**src/rtl/glitch_stim_seq.sv**
```systemverilog
// glitch_stim_seq: stimulus sequencer for the glitch datapath.
// Walks {a,c} through patterns 0..3 and fires a b pulse under each one.
// The whole 4-pattern sweep repeats repeat_n times.
// Optional feature macro: GLITCH_STIM_TOGGLE_CNT_EN counts out_obs transitions while busy.
// Without the macro, toggle_cnt is tied to zero and out_obs is ignored.
module glitch_stim_seq #(
    parameter int unsigned SETUP_CYCLES = 1,
    parameter int unsigned PULSE_CYCLES = 1,
    parameter int unsigned HOLD_CYCLES  = 1,
    parameter int unsigned REPEAT_W     = 8,
    parameter int unsigned CNT_W        = 16
) (
    input  logic                clk,
    input  logic                rst,
    input  logic                start,
    input  logic [REPEAT_W-1:0] repeat_n,
    input  logic                abort,
    input  logic                out_obs,
    output logic                a,
    output logic                b,
    output logic                c,
    output logic [1:0]          pattern,
    output logic                busy,
    output logic                done,
    output logic [CNT_W-1:0]    toggle_cnt
);

    localparam int unsigned MAX_SP  = (SETUP_CYCLES > PULSE_CYCLES) ? SETUP_CYCLES : PULSE_CYCLES;
    localparam int unsigned MAX_CYC = (MAX_SP > HOLD_CYCLES) ? MAX_SP : HOLD_CYCLES;
    localparam int unsigned PH_W    = (MAX_CYC > 1) ? $clog2(MAX_CYC) : 1;

    localparam logic [PH_W-1:0] SETUP_LAST = PH_W'(SETUP_CYCLES - 1);
    localparam logic [PH_W-1:0] PULSE_LAST = PH_W'(PULSE_CYCLES - 1);
    localparam logic [PH_W-1:0] HOLD_LAST  = PH_W'(HOLD_CYCLES - 1);

    typedef enum logic [1:0] {StIdle, StSetup, StPulse, StHold} state_e;

    state_e              state_q, state_d;
    logic [PH_W-1:0]     ph_q, ph_d;
    logic [1:0]          pat_q, pat_d;
    logic [REPEAT_W-1:0] rep_q, rep_d;
    logic                done_d;
    logic                accept;
    logic                a_q, b_q, c_q, busy_q, done_q;
    logic                a_d, b_d, c_d, busy_d;

    // State register plus registered output drives.
    always_ff @(posedge clk or posedge rst) begin
        if (rst) begin
            state_q <= StIdle;
            ph_q    <= '0;
            pat_q   <= '0;
            rep_q   <= '0;
            a_q     <= 1'b0;
            b_q     <= 1'b0;
            c_q     <= 1'b0;
            busy_q  <= 1'b0;
            done_q  <= 1'b0;
        end else begin
            state_q <= state_d;
            ph_q    <= ph_d;
            pat_q   <= pat_d;
            rep_q   <= rep_d;
            a_q     <= a_d;
            b_q     <= b_d;
            c_q     <= c_d;
            busy_q  <= busy_d;
            done_q  <= done_d;
        end
    end

    // Next-state: phase timing, pattern walk, repeat accounting, abort.
    always_comb begin
        state_d = state_q;
        ph_d    = ph_q;
        pat_d   = pat_q;
        rep_d   = rep_q;
        done_d  = 1'b0;
        accept  = 1'b0;
        if (state_q != StIdle && abort) begin
            state_d = StIdle;
            ph_d    = '0;
            pat_d   = '0;
        end else begin
            unique case (state_q)
                StIdle: begin
                    // Abort beats start in the same idle cycle.
                    if (start && !abort) begin
                        if (repeat_n != '0) begin
                            state_d = StSetup;
                            ph_d    = '0;
                            pat_d   = '0;
                            rep_d   = repeat_n;
                            accept  = 1'b1;
                        end else begin
                            done_d = 1'b1;
                        end
                    end
                end
                StSetup: begin
                    if (ph_q == SETUP_LAST) begin
                        state_d = StPulse;
                        ph_d    = '0;
                    end else begin
                        ph_d = ph_q + 1'b1;
                    end
                end
                StPulse: begin
                    if (ph_q == PULSE_LAST) begin
                        state_d = StHold;
                        ph_d    = '0;
                    end else begin
                        ph_d = ph_q + 1'b1;
                    end
                end
                StHold: begin
                    if (ph_q == HOLD_LAST) begin
                        ph_d = '0;
                        if (pat_q != 2'd3) begin
                            pat_d   = pat_q + 2'd1;
                            state_d = StSetup;
                        end else if (rep_q > REPEAT_W'(1)) begin
                            rep_d   = rep_q - REPEAT_W'(1);
                            pat_d   = '0;
                            state_d = StSetup;
                        end else begin
                            pat_d   = '0;
                            state_d = StIdle;
                            done_d  = 1'b1;
                        end
                    end else begin
                        ph_d = ph_q + 1'b1;
                    end
                end
                default: state_d = StIdle;
            endcase
        end
    end

    // Output decode of the next state; registered above so drives are glitch-free.
    always_comb begin
        busy_d = (state_d != StIdle);
        a_d    = busy_d & pat_d[1];
        c_d    = busy_d & pat_d[0];
        b_d    = (state_d == StPulse);
    end

    assign a       = a_q;
    assign b       = b_q;
    assign c       = c_q;
    assign pattern = pat_q;
    assign busy    = busy_q;
    assign done    = done_q;

`ifdef GLITCH_STIM_TOGGLE_CNT_EN
    logic             out_prev;
    logic [CNT_W-1:0] cnt_q;

    // Saturating count of out_obs transitions while a run is active.
    always_ff @(posedge clk or posedge rst) begin
        if (rst) begin
            out_prev <= 1'b0;
            cnt_q    <= '0;
        end else begin
            out_prev <= out_obs;
            if (accept) begin
                cnt_q <= '0;
            end else if (busy_q && (out_obs != out_prev) && (cnt_q != '1)) begin
                cnt_q <= cnt_q + 1'b1;
            end
        end
    end

    assign toggle_cnt = cnt_q;
`else
    logic unused_obs;
    assign unused_obs = out_obs ^ accept;
    assign toggle_cnt = '0;
`endif

endmodule
```
**config.mk**
```make
export PLATFORM = sky130hd
export DESIGN_NAME = glitch_stim_seq
export DESIGN_NICKNAME = d
export VERILOG_FILES = /design/src/rtl/glitch_stim_seq.sv
export SDC_FILE = /design/constraint.sdc
export NUM_CORES = 1
export LEC_CHECK = 0
export CAP_MARGIN = 20
export CORE_MARGIN = 2
export CORE_UTILIZATION = 35
export CTS_BUF_LIST = sky130_fd_sc_hd__clkbuf_16
export DETAILED_ROUTE_END_ITERATION = 6
export HOLD_SLACK_MARGIN = 0.12
export PLACE_DENSITY = 0.65
export SYNTH_ARGS = -nofsm -noshare
export SYNTH_HDL_FRONTEND = slang
export SYNTH_SLANG_ARGS = --single-unit
```
**constraint.sdc**
```tcl
create_clock -name clk -period 1.9 [get_ports clk]
set_input_delay 0.19 -clock clk [delete_from_list [all_inputs] [get_ports clk]]
set_output_delay 0.19 -clock clk [all_outputs]
set_load 0.03 [all_outputs]
```
==> metrics.txt, run 1 <==
outcome completed; Final period util 0.981; crit-path cells inv_1 > ha_1 > nor2_1 > o31ai_2 > a221oi_1 > o32a_1; Worst EP arrival 2050 ps; first drt pass iteration count 4; DR WL/cell 14.2 um; Die ar. 4230 um^2; number of diodes 0; Total Neg Setup Slack 0 ps; commonest cells after routing, fill and taps aside 25 x buf_4, 18 x clkdlybuf4s50_1, 16 x conb_1; # DRC 0; Slew @ Worst Pin 681 ps; Crit path required time 2090 ps; CTS root buffer clkbuf_16; Yosys warnings 0; clock buffer depth 2; WS Path Type flop to flop; R2R setup slack 40 ps; Post-Syn Area 1300 um^2; vias per cell 5.20; first-pass GRT wire length 5.28 mm; post-route ant nets 0; maximum vdd drop 506 uV; port buffer count 18; RSZ-0062 raised after global routing true; number of synthesized register bits 17; worst setup margin 36.2 ps; Pwr per Cell Area 1450 nW/um^2; Synth area leaders dfrtp_1 33%, buf_4 9.8%, ha_1 4.8%, a221oi_1 4.0%, inv_1 3.2%; CTS clk-pin slew, worst paths 50 ps; delay-heaviest family, CP compound AO/OA/AOI/OAI gates; overall via count from detail_route 1,185; I/O pin count 36; Synth Flop Type dfrtp_1; Critical Path End Type flop; Pins Over Slew Limit 0; worst hold path type input port to async pin; GRT Overall Usage 0.160; NumNets Final 199; Leak 0.753 nW; drt initial violations 49; commonest non-fill, non-tap cell in the layout buf_4; multi-input logic area 764 um^2; post-synthesis area per instance 9.12 um^2; Final Instance Area 1740 um^2; layout cell share with drive strength beyond 1 0.250; fillers 356; CP max FO 5; slowest stage delay, CP 520 ps; grt ovf 0; Place WS -259 ps; Die X 65.0 um; Critical-path top delay cell a221oi_1; area of placed instances 1610 um^2; max frequency 537 MHz; Buf+Inv Stages, Crit Path 1; Post-synth EDFFs 0; H-tree Lvls 1; endpoints failing setup 0; Yosys top cell area share 0.326; non-filler cells, final 228; Synth cell types 48; RD Place Congestion 0.807; vias in the first global route 1,116; Cell Rows 22; clock buffer count from CTS 3; clk sinks 17; fin util 0.479; largest net degree at the start of global routing 18; sequential-to-total area share from yosys stat 0.326; TritonCTS clock tree built; die height 65.0 um; Startpoint Class flop; # hold bufs at CTS 0; Setup Skew 1.22 ps; insertion delay to the later sink of the worst-skew pair 250 ps; Final Hold Fails 0; Min Clock Period, post-route 1860 ps; core area 3630 um^2; Initial Util 0.359; Max Cap Viol 0; synth-to-layout area growth 33.5%; placed insts 222; register area 428 um^2; Yosys top cell by area dfrtp_1; initial antenna violation count 0; Routed WL 3.23 mm; FFs w/ async S/R, synth 1.00; HPWL Detailed 2.43 mm; worst relative slew slack 0.546; Synth Instances 143
-- per-stage QoR --
stage	power [W]	hold WS, ps
after floorplan	0.00155	116
after global placement	0.00199	534
after detailed placement	0.00202	536
after CTS	0.00245	386
after global routing	0.00272	428
final	0.00253	353
-- kinds of logic after synthesis --
kind of cell / share of synthesized area
adders and majority gates: 0.0480
DFF: 0.326
buffers and inverters: 0.166
other: 0.00288
AOI/OAI and AO/OA: 0.270
and+or+nand+nor: 0.187
-- Yosys cell counts, types with 2 or more instances --
| library cell | count |
|---|---|
| a21oi_1 | 4 |
| buf_4 | 17 |
| buf_6 | 2 |
| a221oi_1 | 6 |
| clkbuf_1 | 4 |
| nand3b_1 | 2 |
| a31oi_1 | 4 |
| nand3_1 | 2 |
| nor2b_1 | 2 |
| buf_2 | 2 |
| o32a_1 | 2 |
| nor2_1 | 10 |
| inv_1 | 11 |
| or2_1 | 2 |
| o21ai_0 | 3 |
| or4_4 | 2 |
| nor3_1 | 5 |
| a41oi_1 | 3 |
| ha_1 | 5 |
| o211ai_1 | 2 |
| o22a_1 | 4 |
| and3_1 | 2 |
| or3_1 | 2 |
| dfrtp_1 | 17 |
| nand2_1 | 5 |
-- power breakdown --
| group | internal, W | switching [W] | total (W) |
|---|---|---|---|
| logic | 0.000639 | 0.000814 | 0.00145 |
| registers | 0.000513 | 0.000139 | 0.000652 |
| clock network | 0.000279 | 0.000141 | 0.000421 |
| total | 0.00143 | 0.00109 | 0.00253 |
-- metal layers --
metal | part of all wire | GRT usage
met1 | 0.45 | 0.212
met2 | 0.49 | 0.277
met3 | 0.049 | 0.0156
met4 | 0.0043 | 0.0469
met5 | 0 | 0
-- flip-flops by register name (all words and copies together), names as in the netlist --
register,count
b,1
state_q,2
rep_q,8
pattern,2
busy,1
c,1
done,1
a,1
-- final timing paths --
path / startpoint / to / cells past startpoint
max in group asynchronous: rst / pattern[0] / 2
min reg2reg: rep_q[6] / rep_q[6] / 1
min: rst / a / 2
max: rep_q[0] / rep_q[4] / 6
min in group clk: rep_q[6] / rep_q[6] / 1
max reg2reg: rep_q[0] / rep_q[4] / 6
-- repair_timing --
| item | CTS | global route |
|---|---|---|
| endpoints found under the setup margin | 0 | 5 |
| buffers inserted | 0 | 2 |
| resized for setup | 0 | 7 |
-- area by class of cell --
type,count,share of cell area
Clock buffer,3,0.0431
Multi-Input combinational cell,105,0.439
Timing Repair Buffer,43,0.211
Clock inverter,1,0.00216
Sequential cell,17,0.246
Inverter,11,0.0237
Tap cell,48,0.0345
(Power assumes the default switching activity.)
==> run 2, diff against run 1 <==
--- a/config.mk
+++ b/config.mk
@@ -5,6 +5,7 @@
 export SDC_FILE = /design/constraint.sdc
 export NUM_CORES = 1
 export LEC_CHECK = 0
+export ABC_CLOCK_PERIOD_IN_PS = 1900
 export CAP_MARGIN = 20
 export CORE_MARGIN = 2
 export CORE_UTILIZATION = 35
==> results of run 2 <==
Final layout, timing and power as in run 1 (identical DEF).
==> run 3, diff against run 2 <==
--- a/config.mk
+++ b/config.mk
@@ -5,6 +5,7 @@
 export SDC_FILE = /design/constraint.sdc
 export NUM_CORES = 1
 export LEC_CHECK = 0
+export ABC_AREA = 1
 export ABC_CLOCK_PERIOD_IN_PS = 1900
 export CAP_MARGIN = 20
 export CORE_MARGIN = 2
@@ -12,7 +13,7 @@
 export CTS_BUF_LIST = sky130_fd_sc_hd__clkbuf_16
 export DETAILED_ROUTE_END_ITERATION = 6
 export HOLD_SLACK_MARGIN = 0.12
-export PLACE_DENSITY = 0.65
+export PLACE_DENSITY = 0.66
 export SYNTH_ARGS = -nofsm -noshare
 export SYNTH_HDL_FRONTEND = slang
 export SYNTH_SLANG_ARGS = --single-unit
==> metrics.txt, run 3 <==
outcome completed; Reg2Reg Capture Point rep_q[3]; maximum vdd drop 503 uV (-0.65%); core area 3280 um^2 (-9.6%); Yosys warnings 0 (unchanged); clock buffer depth 2 (unchanged); clock buffer count from CTS 3 (unchanged); port buffer count 18 (unchanged); post-route ant nets 0 (unchanged); HPWL Detailed 1.69 mm (-30%); GRT Overall Usage 0.128 (-0.0319); CP max FO 16 (+11); largest net degree at the start of global routing 18 (unchanged); Max Cap Viol 0 (unchanged); Worst EP arrival 1800 ps (-250 ps); fillers 344 (-3.4%); largest family of logic cells by synthesized area simple AND/OR/NAND/NOR gates; Synth Area in Adders 0.0529 (+0.00487); Synth Flop Type dfrtp_1; Routed WL 2.23 mm (-31%); reg2reg path depth 10 (+4); Die X 62.2 um (-4.4%); # Post-CTS Setup Buffers 0 (unchanged); Pins Over Slew Limit 0 (unchanged); first-pass GRT wire length 3.94 mm (-25%); RSZ-0062 raised after global routing false; die height 62.2 um (-4.4%); Int Power 0.00121 W (-16%); Final Power 0.00215 W (-15%); worst hold path type input port to async pin; Synth area leaders dfrtp_1 36%, nand2_1 15%, buf_4 11%, inv_1 7.0%, nor2_1 5.7%; Die ar. 3860 um^2 (-8.6%); switching fraction of total power 0.439 (+0.00547); max frequency 599 MHz (+12%); top cells by count, synth 46 x nand2_1, 22 x inv_1, 18 x nor2_1; overall via count from detail_route 1,006 (-15%); Yosys top cell by area dfrtp_1; register area 425 um^2 (-0.58%); number of synthesized register bits 17 (unchanged); number of diodes 0 (unchanged); insertion delay to the later sink of the worst-skew pair 250 ps (about the same); Comb pwr share 0.526 (-0.049); initial antenna violation count 0 (unchanged); # DRC 0 (unchanged); I/O pin count 36 (unchanged); Min Clock Period, post-route 1670 ps (-195 ps); R2R setup slack 230 ps (+190 ps); Yosys top cell area share 0.359 (+0.0331); CTS root buffer clkbuf_16; DR WL/cell 9.50 um (-33%); vias per cell 4.28 (-18%); Critical Path End Type flop; Synth Instances 166 (+16%); Final period util 0.878 (-0.102); Post-synth EDFFs 0 (unchanged); Synth cell types 22 (-54%); Crit path required time 2030 ps (-60 ps); # hold bufs at CTS 0 (unchanged); sequential-to-total area share from yosys stat 0.359 (+0.0331); Cell Rows 21 (-4.5%); RD Place Congestion 0.824 (+2.2%); Initial Util 0.360 (+0.00157); worst hold margin 251 ps (-101 ps); layout cell share with drive strength beyond 1 0.0794 (-0.171); WS Path Type flop to flop; post-synthesis area per instance 7.13 um^2 (-22%); multi-input logic area 589 um^2 (-23%); clk sinks 17 (unchanged); drt initial violations 18 (-63%); complex-gate fraction of the synthesized area 0.101 (-0.168); xor/xnor cell area share of the yosys netlist 0.00740 (+0.00740); top-count cell post-synth nand2_1; Post-Syn Area 1180 um^2 (-9.2%); Pwr per Cell Area 1480 nW/um^2 (+2.2%); endpoints failing setup 0 (unchanged); CTS clk-pin slew, worst paths 50 ps (about the same); largest reg by FF count rep_q; max FFs per register 8 (unchanged); Startpoint Class flop; commonest non-fill, non-tap cell in the layout nand2_1; vias in the first global route 879 (-21%); grt ovf 0 (unchanged); Total Neg Setup Slack 0 ps (unchanged); Leak 0.749 nW (-0.55%); post_cts resized 0 (unchanged); Final Hold Fails 0 (unchanged); NumNets Final 208 (+4.5%); R2R Path Start rep_q[0]; TritonCTS clock tree built; first drt pass iteration count 4 (unchanged); synth-to-layout area growth 22.7%; Setup Skew 1.80 ps (+0.579 ps); NetSw 0.000945 W (-14%); H-tree Lvls 1 (unchanged); FFs w/ async S/R, synth 1.00 (unchanged); Crit. Startpoint rep_q[0]; Clk pwr share 0.200 (+0.033); simple-gate portion of the synthesized area 0.285 (+0.0983); commonest cells after routing, fill and taps aside 46 x nand2_1, 22 x inv_1, 18 x nor2_1, 18 x clkdlybuf4s50_1, 17 x dfrtp_1; mux cell area share after synthesis 0 (unchanged); sequential power share 0.274 (+0.016)
run 3: cell types whose count changed after synthesis, sizes merged, moves of 4 or more:
cell    delta
nor3       -4
o21ai     +10
o22a       -4
inv       +11
nand2     +41
nor2      +10
nand3      +7
a221oi     -6
run 3: power by group through the flow:
stage               Sequential, W  Clock, W  Combinational [W]
floorplan                0.000643         0           0.000841
global placement         0.000592         0            0.00112
detailed placement       0.000595         0            0.00113
CTS                      0.000588  0.000445            0.00114
global route             0.000607  0.000464            0.00131
finish                   0.000590  0.000432            0.00113
run 3: final cells by class:
cell class              count  area share
clock buffers               3      0.0517
clock inverters             1     0.00345
inverters                  22      0.0568
multi-input cells         123       0.406
flip-flops and latches     17       0.293
well taps                  46      0.0396
repair buffers             23       0.150
run 3: worst max-delay path: stages (launching register included):
cell and delay, ps:
dfrtp_1 410, inv_1 110, ha_1 170, nor2_1 50, nor2_1 140, nand2_1 70
nor2_1 210, nor3_4 60, buf_4 180, nand2_1 70, o21ai_0 80
run 3: kinds of logic (layout without fill, tap and decap cells):
| group | after synthesis | after routing |
|---|---|---|
| AOI/OAI and AO/OA | 22 | 22 |
| xor gates and xnor gates | 1 | 1 |
| adders and majority gates | 5 | 5 |
| buffers and inverters | 41 | 49 |
| DFF | 17 | 17 |
| other | 1 | 16 |
| and+or+nand+nor | 79 | 79 |
run 3: worst max path at each step:
stage / end / slack [ps]
3_3_place_gp: rep_q[3] / 200
5_1_grt: rep_q[0] / 40
3_5_place_dp: rep_q[3] / 200
4_1_cts: rep_q[0] / 230
2_1_floorplan: rep_q[4] / 330
6_report: rep_q[3] / 230
run 3: metrics by stage:
step	cells	utilization	setup WS, ps	instance area (um^2)
after floorplan	181	-	335	1240
after global placement	231	0.418	200	1370
after detailed placement	231	0.418	203	1370
after CTS	235	0.442	234	1450
after global routing	235	0.442	40.5	1450
final	235	0.442	231	1450
run 3: routing by layer:
metal	wire length, um	track usage	vias up
li1	-	-	530
met2	968	0.185	27
met3	101	0.0199	2
met4	18	0.0833	0
met5	0	0	-
met1	1150	0.178	447
